<file path="src/rtl/xor_inv_pkg.sv">
// Shared constants and the per-stage lane inverse for the XOR/invert decode pipeline.
// No ports; imported by xor_inv_pipe_if, xor_inv_stage and xor_inv_pipe.
// The XOR_INV_PARITY_EN macro does not affect this file.
package xor_inv_pkg;

  localparam int IO_PAIRS_DEF = 6;   // number of 2-bit lanes
  localparam int DEPTH_DEF    = 1;   // inverse stages / pipeline registers (1..16)
  localparam int CNT_W        = 16;  // delivered-word counter width
  localparam int MAX_W        = 128; // widest word the inverse helper handles (64 lanes)

  // One inverse stage over every 2-bit lane: bit0 is inverted, bit1 is
  // XORed with the inverted bit0. Lanes are independent, so callers
  // zero-extend narrower words and keep only their low bits.
  function automatic logic [MAX_W-1:0] inv_word(input logic [MAX_W-1:0] x);
    logic [MAX_W-1:0] d;
    d = '0;
    for (int j = 0; j < MAX_W / 2; j++) begin
      d[2*j]   = ~x[2*j];
      d[2*j+1] = x[2*j+1] ^ ~x[2*j];
    end
    return d;
  endfunction

endpackage

</file>
<file path="src/rtl/xor_inv_pipe_if.sv">
// Handshake bundle for xor_inv_pipe: input stream (in_valid/in_ready/in_data) and
// output stream (out_valid/out_ready/out_data). With XOR_INV_PARITY_EN defined it also
// carries in_parity (even parity over in_data), out_perr and perr_sticky.
// slave modport = the pipeline; master modport = the surrounding producer/consumer.
interface xor_inv_pipe_if
  import xor_inv_pkg::*;
#(
  parameter int W = 2 * IO_PAIRS_DEF
);

  logic         in_valid;
  logic         in_ready;
  logic [W-1:0] in_data;
  logic         out_valid;
  logic         out_ready;
  logic [W-1:0] out_data;
`ifdef XOR_INV_PARITY_EN
  logic         in_parity;
  logic         out_perr;
  logic         perr_sticky;
`endif

  modport slave (
    input  in_valid,
    output in_ready,
    input  in_data,
    output out_valid,
    input  out_ready,
    output out_data
`ifdef XOR_INV_PARITY_EN
    ,
    input  in_parity,
    output out_perr,
    output perr_sticky
`endif
  );

  modport master (
    output in_valid,
    input  in_ready,
    output in_data,
    input  out_valid,
    output out_ready,
    input  out_data
`ifdef XOR_INV_PARITY_EN
    ,
    output in_parity,
    input  out_perr,
    input  perr_sticky
`endif
  );

endinterface

</file>
<file path="src/rtl/xor_inv_stage.sv">
// One register stage: applies a single lane-inverse to the upstream word and holds it with a valid bit.
// Latency 1 cycle. Loads whenever empty or when downstream takes the held word (dn_rdy_i).
// Ports: clk, rst (sync, active-high); up_vld_i/up_dat_i in; dn_rdy_i in; dn_vld_o/dn_dat_o out.
// XOR_INV_PARITY_EN adds up_perr_i/dn_perr_o, a parity-error flag riding with the word.
module xor_inv_stage
  import xor_inv_pkg::*;
#(
  parameter int W = 2 * IO_PAIRS_DEF
) (
  input  logic         clk,
  input  logic         rst,
  input  logic         up_vld_i,
  input  logic [W-1:0] up_dat_i,
`ifdef XOR_INV_PARITY_EN
  input  logic         up_perr_i,
  output logic         dn_perr_o,
`endif
  input  logic         dn_rdy_i,
  output logic         dn_vld_o,
  output logic [W-1:0] dn_dat_o
);

  logic         adv;
  logic         vld_q, vld_d;
  logic [W-1:0] dat_q, dat_d;

  // The stage may take a new word when it is empty or its word leaves this cycle.
  // The parent derives the upstream ready from the same condition.
  assign adv   = !vld_q || dn_rdy_i;
  assign vld_d = adv ? up_vld_i : vld_q;
  assign dat_d = (adv && up_vld_i) ? W'(inv_word(MAX_W'(up_dat_i))) : dat_q;

  always_ff @(posedge clk) begin
    if (rst) begin
      vld_q <= 1'b0;
    end else begin
      vld_q <= vld_d;
    end
  end

  // Data is qualified by vld_q, so it needs no reset.
  always_ff @(posedge clk) begin
    dat_q <= dat_d;
  end

  assign dn_vld_o = vld_q;
  assign dn_dat_o = dat_q;

`ifdef XOR_INV_PARITY_EN
  logic perr_q, perr_d;

  assign perr_d = (adv && up_vld_i) ? up_perr_i : perr_q;

  always_ff @(posedge clk) begin
    perr_q <= perr_d;
  end

  assign dn_perr_o = perr_q;
`endif

endmodule

</file>
<file path="src/rtl/xor_inv_pipe.sv">
// Decodes words produced by a DEPTH-stage 2-bit-lane XOR/invert transform.
// Latency DEPTH cycles, 1 word/cycle throughput; out_data comes straight from the last register.
// Backpressure: out_ready low stalls the chain from the output back; held words stay stable.
// Ports: clk, rst (sync, active-high); bus (xor_inv_pipe_if.slave); word_count (delivered words, wraps).
// XOR_INV_PARITY_EN adds in_parity / out_perr / perr_sticky on the bus.
// IO_PAIRS up to 64; DEPTH legal range 1..16.
module xor_inv_pipe
  import xor_inv_pkg::*;
#(
  parameter int IO_PAIRS = IO_PAIRS_DEF,
  parameter int DEPTH    = DEPTH_DEF
) (
  input  logic             clk,
  input  logic             rst,
  xor_inv_pipe_if.slave    bus,
  output logic [CNT_W-1:0] word_count
);

  localparam int W = 2 * IO_PAIRS;

  // Index 0 is the input port, index k+1 is the output of stage k.
  logic [DEPTH:0] s_vld;
  logic [W-1:0]   s_dat [DEPTH+1];
  logic [DEPTH:0] s_rdy;

  assign s_vld[0] = bus.in_valid;
  assign s_dat[0] = bus.in_data;

  // Ready chain built from the registered valids: a stage can accept when it
  // is empty or everything downstream of it advances. Computing it in one
  // place keeps it a straight combinational path from out_ready.
  always_comb begin
    s_rdy        = '0;
    s_rdy[DEPTH] = bus.out_ready;
    for (int k = DEPTH - 1; k >= 0; k--) begin
      s_rdy[k] = !s_vld[k+1] || s_rdy[k+1];
    end
  end

`ifdef XOR_INV_PARITY_EN
  logic [DEPTH:0] s_perr;

  // Even parity: data bits plus parity bit must XOR to zero.
  assign s_perr[0] = ^{bus.in_data, bus.in_parity};
`endif

  for (genvar k = 0; k < DEPTH; k++) begin : g_stage
    xor_inv_stage #(
      .W (W)
    ) u_stage (
      .clk      (clk),
      .rst      (rst),
      .up_vld_i (s_vld[k]),
      .up_dat_i (s_dat[k]),
`ifdef XOR_INV_PARITY_EN
      .up_perr_i(s_perr[k]),
      .dn_perr_o(s_perr[k+1]),
`endif
      .dn_rdy_i (s_rdy[k+1]),
      .dn_vld_o (s_vld[k+1]),
      .dn_dat_o (s_dat[k+1])
    );
  end

  // in_ready is forced low during reset so nothing is accepted then.
  assign bus.in_ready  = !rst && s_rdy[0];
  assign bus.out_valid = s_vld[DEPTH];
  assign bus.out_data  = s_dat[DEPTH];

  logic             out_xfer;
  logic [CNT_W-1:0] cnt_q, cnt_d;

  assign out_xfer = s_vld[DEPTH] && bus.out_ready;
  assign cnt_d    = out_xfer ? cnt_q + CNT_W'(1) : cnt_q;

  always_ff @(posedge clk) begin
    if (rst) begin
      cnt_q <= '0;
    end else begin
      cnt_q <= cnt_d;
    end
  end

  assign word_count = cnt_q;

`ifdef XOR_INV_PARITY_EN
  logic sticky_q, sticky_d;

  assign bus.out_perr = s_vld[DEPTH] && s_perr[DEPTH];
  assign sticky_d     = sticky_q || (out_xfer && s_perr[DEPTH]);

  always_ff @(posedge clk) begin
    if (rst) begin
      sticky_q <= 1'b0;
    end else begin
      sticky_q <= sticky_d;
    end
  end

  assign bus.perr_sticky = sticky_q;
`endif

endmodule

</file>
<file path="src/flat_wrapper.sv">
// flat-port wrapper written by rule: the top's interface ports become plain ports
module xor_inv_pipe_flat import xor_inv_pkg::*;
#(
  parameter int IO_PAIRS = IO_PAIRS_DEF,
  parameter int DEPTH    = DEPTH_DEF
)
  (clk, rst, word_count, bus_in_valid, bus_in_ready, bus_in_data, bus_out_valid, bus_out_ready, bus_out_data);
  xor_inv_pipe_if #(.W((12))) bus_i ();
  input  logic clk;
  input  logic rst;
  output logic [CNT_W-1:0] word_count;
  input wire logic [$bits(bus_i.in_valid)-1:0] bus_in_valid;
  output wire logic [$bits(bus_i.in_ready)-1:0] bus_in_ready;
  input wire logic [$bits(bus_i.in_data)-1:0] bus_in_data;
  output wire logic [$bits(bus_i.out_valid)-1:0] bus_out_valid;
  input wire logic [$bits(bus_i.out_ready)-1:0] bus_out_ready;
  output wire logic [$bits(bus_i.out_data)-1:0] bus_out_data;
  assign bus_i.in_valid = bus_in_valid;
  assign bus_in_ready = bus_i.in_ready;
  assign bus_i.in_data = bus_in_data;
  assign bus_out_valid = bus_i.out_valid;
  assign bus_i.out_ready = bus_out_ready;
  assign bus_out_data = bus_i.out_data;
  xor_inv_pipe #(.IO_PAIRS(IO_PAIRS), .DEPTH(DEPTH)) u_core (.clk(clk), .rst(rst), .bus(bus_i), .word_count(word_count));
endmodule
</file>
<file path="config.mk">
export PLATFORM = sky130hd
export DESIGN_NAME = xor_inv_pipe_flat
export DESIGN_NICKNAME = d
export VERILOG_FILES = /design/src/rtl/xor_inv_pkg.sv /design/src/rtl/xor_inv_pipe_if.sv /design/src/rtl/xor_inv_stage.sv /design/src/rtl/xor_inv_pipe.sv /design/src/flat_wrapper.sv
export SDC_FILE = /design/constraint.sdc
export NUM_CORES = 1
export LEC_CHECK = 0
export ABC_AREA = 1
export CAP_MARGIN = 25
export CORE_MARGIN = 1.5
export CORE_UTILIZATION = 45
export CTS_CLUSTER_SIZE = 25
export DETAILED_ROUTE_END_ITERATION = 8
export DONT_BUFFER_PORTS = 1
export GPL_ROUTABILITY_DRIVEN = 0
export MAX_ROUTING_LAYER = met4
export SYNTH_ARGS = -nofsm -noshare
export SYNTH_HDL_FRONTEND = slang
export SYNTH_SLANG_ARGS = --single-unit
</file>
<file path="constraint.sdc">
create_clock -name clk -period 1.32 [get_ports clk]
set_input_delay 0.264 -clock clk [delete_from_list [all_inputs] [get_ports clk]]
set_output_delay 0.264 -clock clk [all_outputs]
set_load 0.01 [all_outputs]
</file>
### Yosys cells after proc, flatten, opt, wreduce, memory -nomap -nowiden

Index checks and enable logic that the tools add are counted.

| storage, ports and cells | value |
|---|---|
| bits in registers | 29 |
| input port bits | 16 |
| output and inout port bits | 30 |
| logic and storage cells | 22 |

| cells by class | value |
|---|---|
| $add $sub $neg | 1 |
| bitwise logic cells | 12 |
| reductions and logical operators | 6 |

Operators with widths:

| cell | count |
|---|---|
| $add 16x1->16 const B | 1 |
| $not 1->1 | 6 |
| $xor 1x1->1 | 6 |
| $logic_and 1x1->1 | 3 |
| $logic_not 1->1 | 2 |
| $logic_or 1x1->1 | 1 |

### Depth between registers and ports, before layout

| logic depth | value |
|---|---|
| depth after elaboration | 3 |
| mapped depth | 8 |
| gate-level depth less buffers | 8 |

### Hierarchy

From an unflattened synthesis, not the netlist that was laid out.

| unflattened totals | value |
|---|---|
| cells, all modules | 152 |
| area, all modules | 1320.0 sq um |

By module, submodules not included:

| module | times used | cells an instance | area an instance (sq um) | sequential area each (sq um) |
|---|---|---|---|---|
| xor_inv_pipe | 1 | 122 | 837.1 | 320.3 |
| xor_inv_stage | 1 | 30 | 483.0 | 380.4 |

### Least setup slack after synthesis

No wires, ideal clock.

| path | value |
|---|---|
| path kind | reg2reg |
| start point | register u_core.g_stage[0].u_stage.vld_q |
| end point | register u_core.g_stage[0].u_stage.dat_q[0], enable pin |
| setup time | 0.385 ns |
| data arrival time | 1.060 ns |
| data required time | 0.935 ns |
| slack | -0.125 ns |
| stages on the path, launching flop included | 2 |
| buffers on the path | 0 |
| clock period less this slack | 1.445 ns |
| cells stage by stage | dfxtp_1 a21oi_1 |

| on the way | value |
|---|---|
| longest elaborated chain between the ends | 3 |

Ends and longest elaborated chain:

| item | RTL line | text |
|---|---|---|
| from (decl) | xor_inv_stage.sv:24 | `logic vld_q, vld_d;` |
| from (signal assigned) | xor_inv_stage.sv:37 | `vld_q <= vld_d;` |
| $logic_not 1->1 | xor_inv_stage.sv:29 | `assign adv = !vld_q \|\| dn_rdy_i;` |
| $logic_or 1x1->1 | xor_inv_stage.sv:29 |  |
| $logic_and 1x1->1 | xor_inv_stage.sv:31 | `assign dat_d = (adv && up_vld_i) ? W'(inv_word(MAX_W'(up_dat_i))) : dat_q;` |
| to (signal assigned) | xor_inv_stage.sv:43 | `dat_q <= dat_d;` |
| to (decl) | xor_inv_stage.sv:25 | `logic [W-1:0] dat_q, dat_d;` |

No other way between the ends.
A chain may end at the register's enable or synchronous reset.

### Worst setup path in the final report

| path | value |
|---|---|
| start point | register u_core.g_stage[0].u_stage.vld_q |
| end point | output port bus_in_ready |

| on the way | value |
|---|---|
| longest elaborated chain between the ends | 3 |

Ends and longest elaborated chain:

| item | RTL line | text |
|---|---|---|
| $logic_not 1->1 | xor_inv_pipe.sv:36 | `s_rdy[k] = !s_vld[k+1] \|\| s_rdy[k+1];` |
| $logic_or 1x1->1 | xor_inv_pipe.sv:36 |  |
| $logic_and 1x1->1 | xor_inv_pipe.sv:66 | `assign bus.in_ready = !rst && s_rdy[0];` |
| to (decl) | flat_wrapper.sv:13 | `output wire logic [$bits(bus_i.in_ready)-1:0] bus_in_ready;` |

No other way between the ends.

==> summary.md <==
| Metric | Value |
|---|---|
| Vias | `1,075` |
| Peak Freq | `791.2 MHz` |
| Worst-path maximum fanout | `4` |
| CTS H-tree lvls | `2` |
| Static Leak | `0.6035 nW` |
| GR Util met3 | `7.483%` |
| Reg2reg start | `u_core.word_count[0]` |
| Final setup fails | `0` |
| Synth top area cells | `edfxtp_1 27%, dfxtp_1 26%, nand2_1 6.9%` |
| Die area | `3255 µm²` |
| TritonCTS clock tree | `yes` |
| DR vias/cell | `5.168` |
| Final cell count without fillers | `208` |
| Max IR drop VDD | `0.8271 mV` |
| Tightest Hold Check Type | `in -> reg` |
| Synthesis-to-layout area growth | `17.89%` |
| Initial antenna violation count | `0` |
| Synth Cell Area | `1315 µm²` |
| Outcome | `complete, no violations` |
| Count leader, synth | `nand2_1` |
| WHS | `0.06751 ns` |
| Busiest grt layer | `met2` |
| Die height | `57.06 µm` |
| R2r setup slk | `0.11 ns` |
| Worst path required time | `1.06 ns` |
| Total CTS buffers | `5` |
| # fillers | `256` |
| PwrDens | `1025 nW/µm²` |
| Total track usage | `17.94%` |
| Final hold vios | `0` |
| Core area | `2758 µm²` |
| EDFF count, synth | `12` |
| Top cell type's share of synthesized area | `27.40%` |
| Drt first pass iters | `4` |
| Worst clock skew | `0.005022 ns` |
| Fin. max-slew vios | `0` |
| Gr ovfl total | `0` |
| Antenna viol nets, final | `0` |
| Place WS | `0.03097 ns` |
| HPWL after detailed placement | `1978 µm` |
| Tmin final | `1.264 ns` |
| Number of global-route vias before repair | `959` |
| Syn avg cell area | `8.484 µm²` |
| Synthesized net count | `172` |
| Post-Synthesis Cells | `155` |
| Met2 Usage GRT | `30.05%` |
| Clock sink count | `29` |
| Worst path arrival time | `1.00 ns` |
| Area leader, netlist | `edfxtp_1` |
| Row Count | `19` |
| Main synth FF type | `dfxtp_1` |
| Met1 usage | `18.29%` |
| Post-CTS Setup Repair Bufs | `0` |
| Drt wl/cell | `12.88 µm` |
| Share of the core filled with cells | `56.22%` |
| Worst hold path startpoint | `bus_in_data[8]` |
| RSZ-0062 raised after global routing | `false` |
| Crit share post-route | `95.76%` |
| Max-slew headroom | `77.04%` |
| Worst skew pair latency | `0.32 ns` |
| Clock transition at the registers of the reported paths | `0.08 ns` |
| Post-synthesis sequential area ratio | `53.28%` |
| Seq cells post-synth | `29` |
| RR Endpoint | `u_core.word_count[8]` |
| Final Net Count | `193` |
| Cells after DPL | `198` |
| CP Capture Type | `output pin` |
| Fraction of registers with async set/reset | `0%` |
| Final worst slack | `0.05603 ns` |
| First-pass GRT wire length | `4298 µm` |
| Hold Path End | `u_core.g_stage[0].u_stage.dn_dat_o[8]` |
| Crit path launch type | `flop` |
| Max_cap viols | `0` |
| Die width | `57.06 µm` |
| Largest net degree at the start of global routing | `13` |
| Root Buffer | `clkbuf_4` |
| Synthesis Warnings | `0` |
| Commonest cells in the netlist | `24 x nand2_1, 23 x inv_1, 23 x nor2_1, 17 x dfxtp_1, 12 x edfxtp_1` |
| Share of post-route cells with drive strength above 1 | `22.60%` |
| I/O Pins | `46` |
| Port Buffers | `0` |
| Worst-Margin Slew | `0.3441 ns` |
| Crit path kind | `reg -> out` |
| Initial Utilization | `47.69%` |
| Ant diodes | `0` |
| Residual DRC | `0` |
| Iteration-0 DRC count of the detailed router | `32` |
| FF-to-FF path depth | `6` |
| Hold path cells | `1` |
| Netlist cell types | `23` |
| Final setup TNS | `0 ns` |
| Total Wirelength | `2680 µm` |
| Worst-case clock buffer depth | `2` |
flip-flops by register name, summed over array words and instances, names as in the netlist:
signal                           cells
u_core.g_stage.u_stage.dn_dat_o     12
u_core.g_stage.u_stage.dn_vld_o      1
u_core.word_count                   16
per-stage QoR:
stage | total power [mW] | area, µm²
after floorplan | 1.077 | 1319
after global placement | 1.097 | 1450
after detailed placement | 1.101 | 1450
after CTS | 1.597 | 1515
after global routing | 1.656 | 1550
final | 1.588 | 1550
where the power goes:
group          total, mW  switching [mW]  internal (mW)  leakage (nW)
combinational     0.0920          0.0519         0.0401         0.316
clock              0.496           0.293          0.202        0.0320
sequential          1.00          0.0270          0.974         0.255
total               1.59           0.372           1.22         0.604
per-layer routing:
metal / part of all wire, % / vias up
met5: 0 / -
met3: 8.7 / 4
met2: 50 / 48
met4: 1.8 / 0
met1: 40 / 483
li1: - / 540
cells by family (layout without fill, tap and decap cells):
family	Yosys count	count (layout)	synth area share [%]
AND/OR/NAND/NOR	73	73	26.17
flip-flops	29	29	53.28
buffers and inverters	26	48	7.516
AO/OA/AOI/OAI	19	19	7.421
XOR/XNOR	7	7	4.662
adder cells (fa/ha/maj)	1	1	0.9513
area by class of cell:
class	count	area (µm²)	share of cell area, %
clock inverter	2	10.01	0.6457
multi-input combinational	100	543.0	35.03
tap	31	38.79	2.502
sequential	29	705.7	45.52
timing repair buffer	15	117.6	7.587
inverter	25	93.84	6.053
clock buffer	6	41.29	2.663
worst max path at each step:
stage	to	cells past startpoint	slack (ns)	start
3_3_place_gp	u_core.word_count[11]	7	0.11	u_core.word_count[0]
3_5_place_dp	u_core.word_count[6]	5	0.03	u_core.word_count[0]
6_report	bus_in_ready	2	0.06	u_core.g_stage[0].u_stage.dn_vld_o
4_1_cts	bus_in_ready	2	0.009	u_core.g_stage[0].u_stage.dn_vld_o
2_1_floorplan	u_core.word_count[10]	6	0.11	u_core.word_count[1]
5_1_grt	u_core.word_count[8]	6	0.01	u_core.word_count[0]
placed cells by master (no fill, tap or decap), types with 5 or more instances in the layout:
| master | synthesis | routed |
|---|---|---|
| a21oi_1 | 11 | 9 |
| buf_4 | 0 | 13 |
| clkbuf_4 | 0 | 5 |
| dfxtp_1 | 17 | 13 |
| edfxtp_1 | 12 | 12 |
| inv_1 | 23 | 23 |
| nand2_1 | 24 | 24 |
| nand3_1 | 11 | 11 |
| nor2_1 | 23 | 23 |
| xnor2_1 | 6 | 6 |
what timing repair did:
item                                    4_1_cts  5_1_grt
resized for setup                             1        8
pin swaps                                     0        1
hold endpoints to repair                      4        1
hold buffers                                  1        1
endpoints found under the setup margin        1        9
critical path, cell delays in order, from the launching register on:
cell and delay (ns):
dfxtp_2 0.34, buf_4 0.16, a21oi_4 0.17
Power figures use the tool's default switching activity.
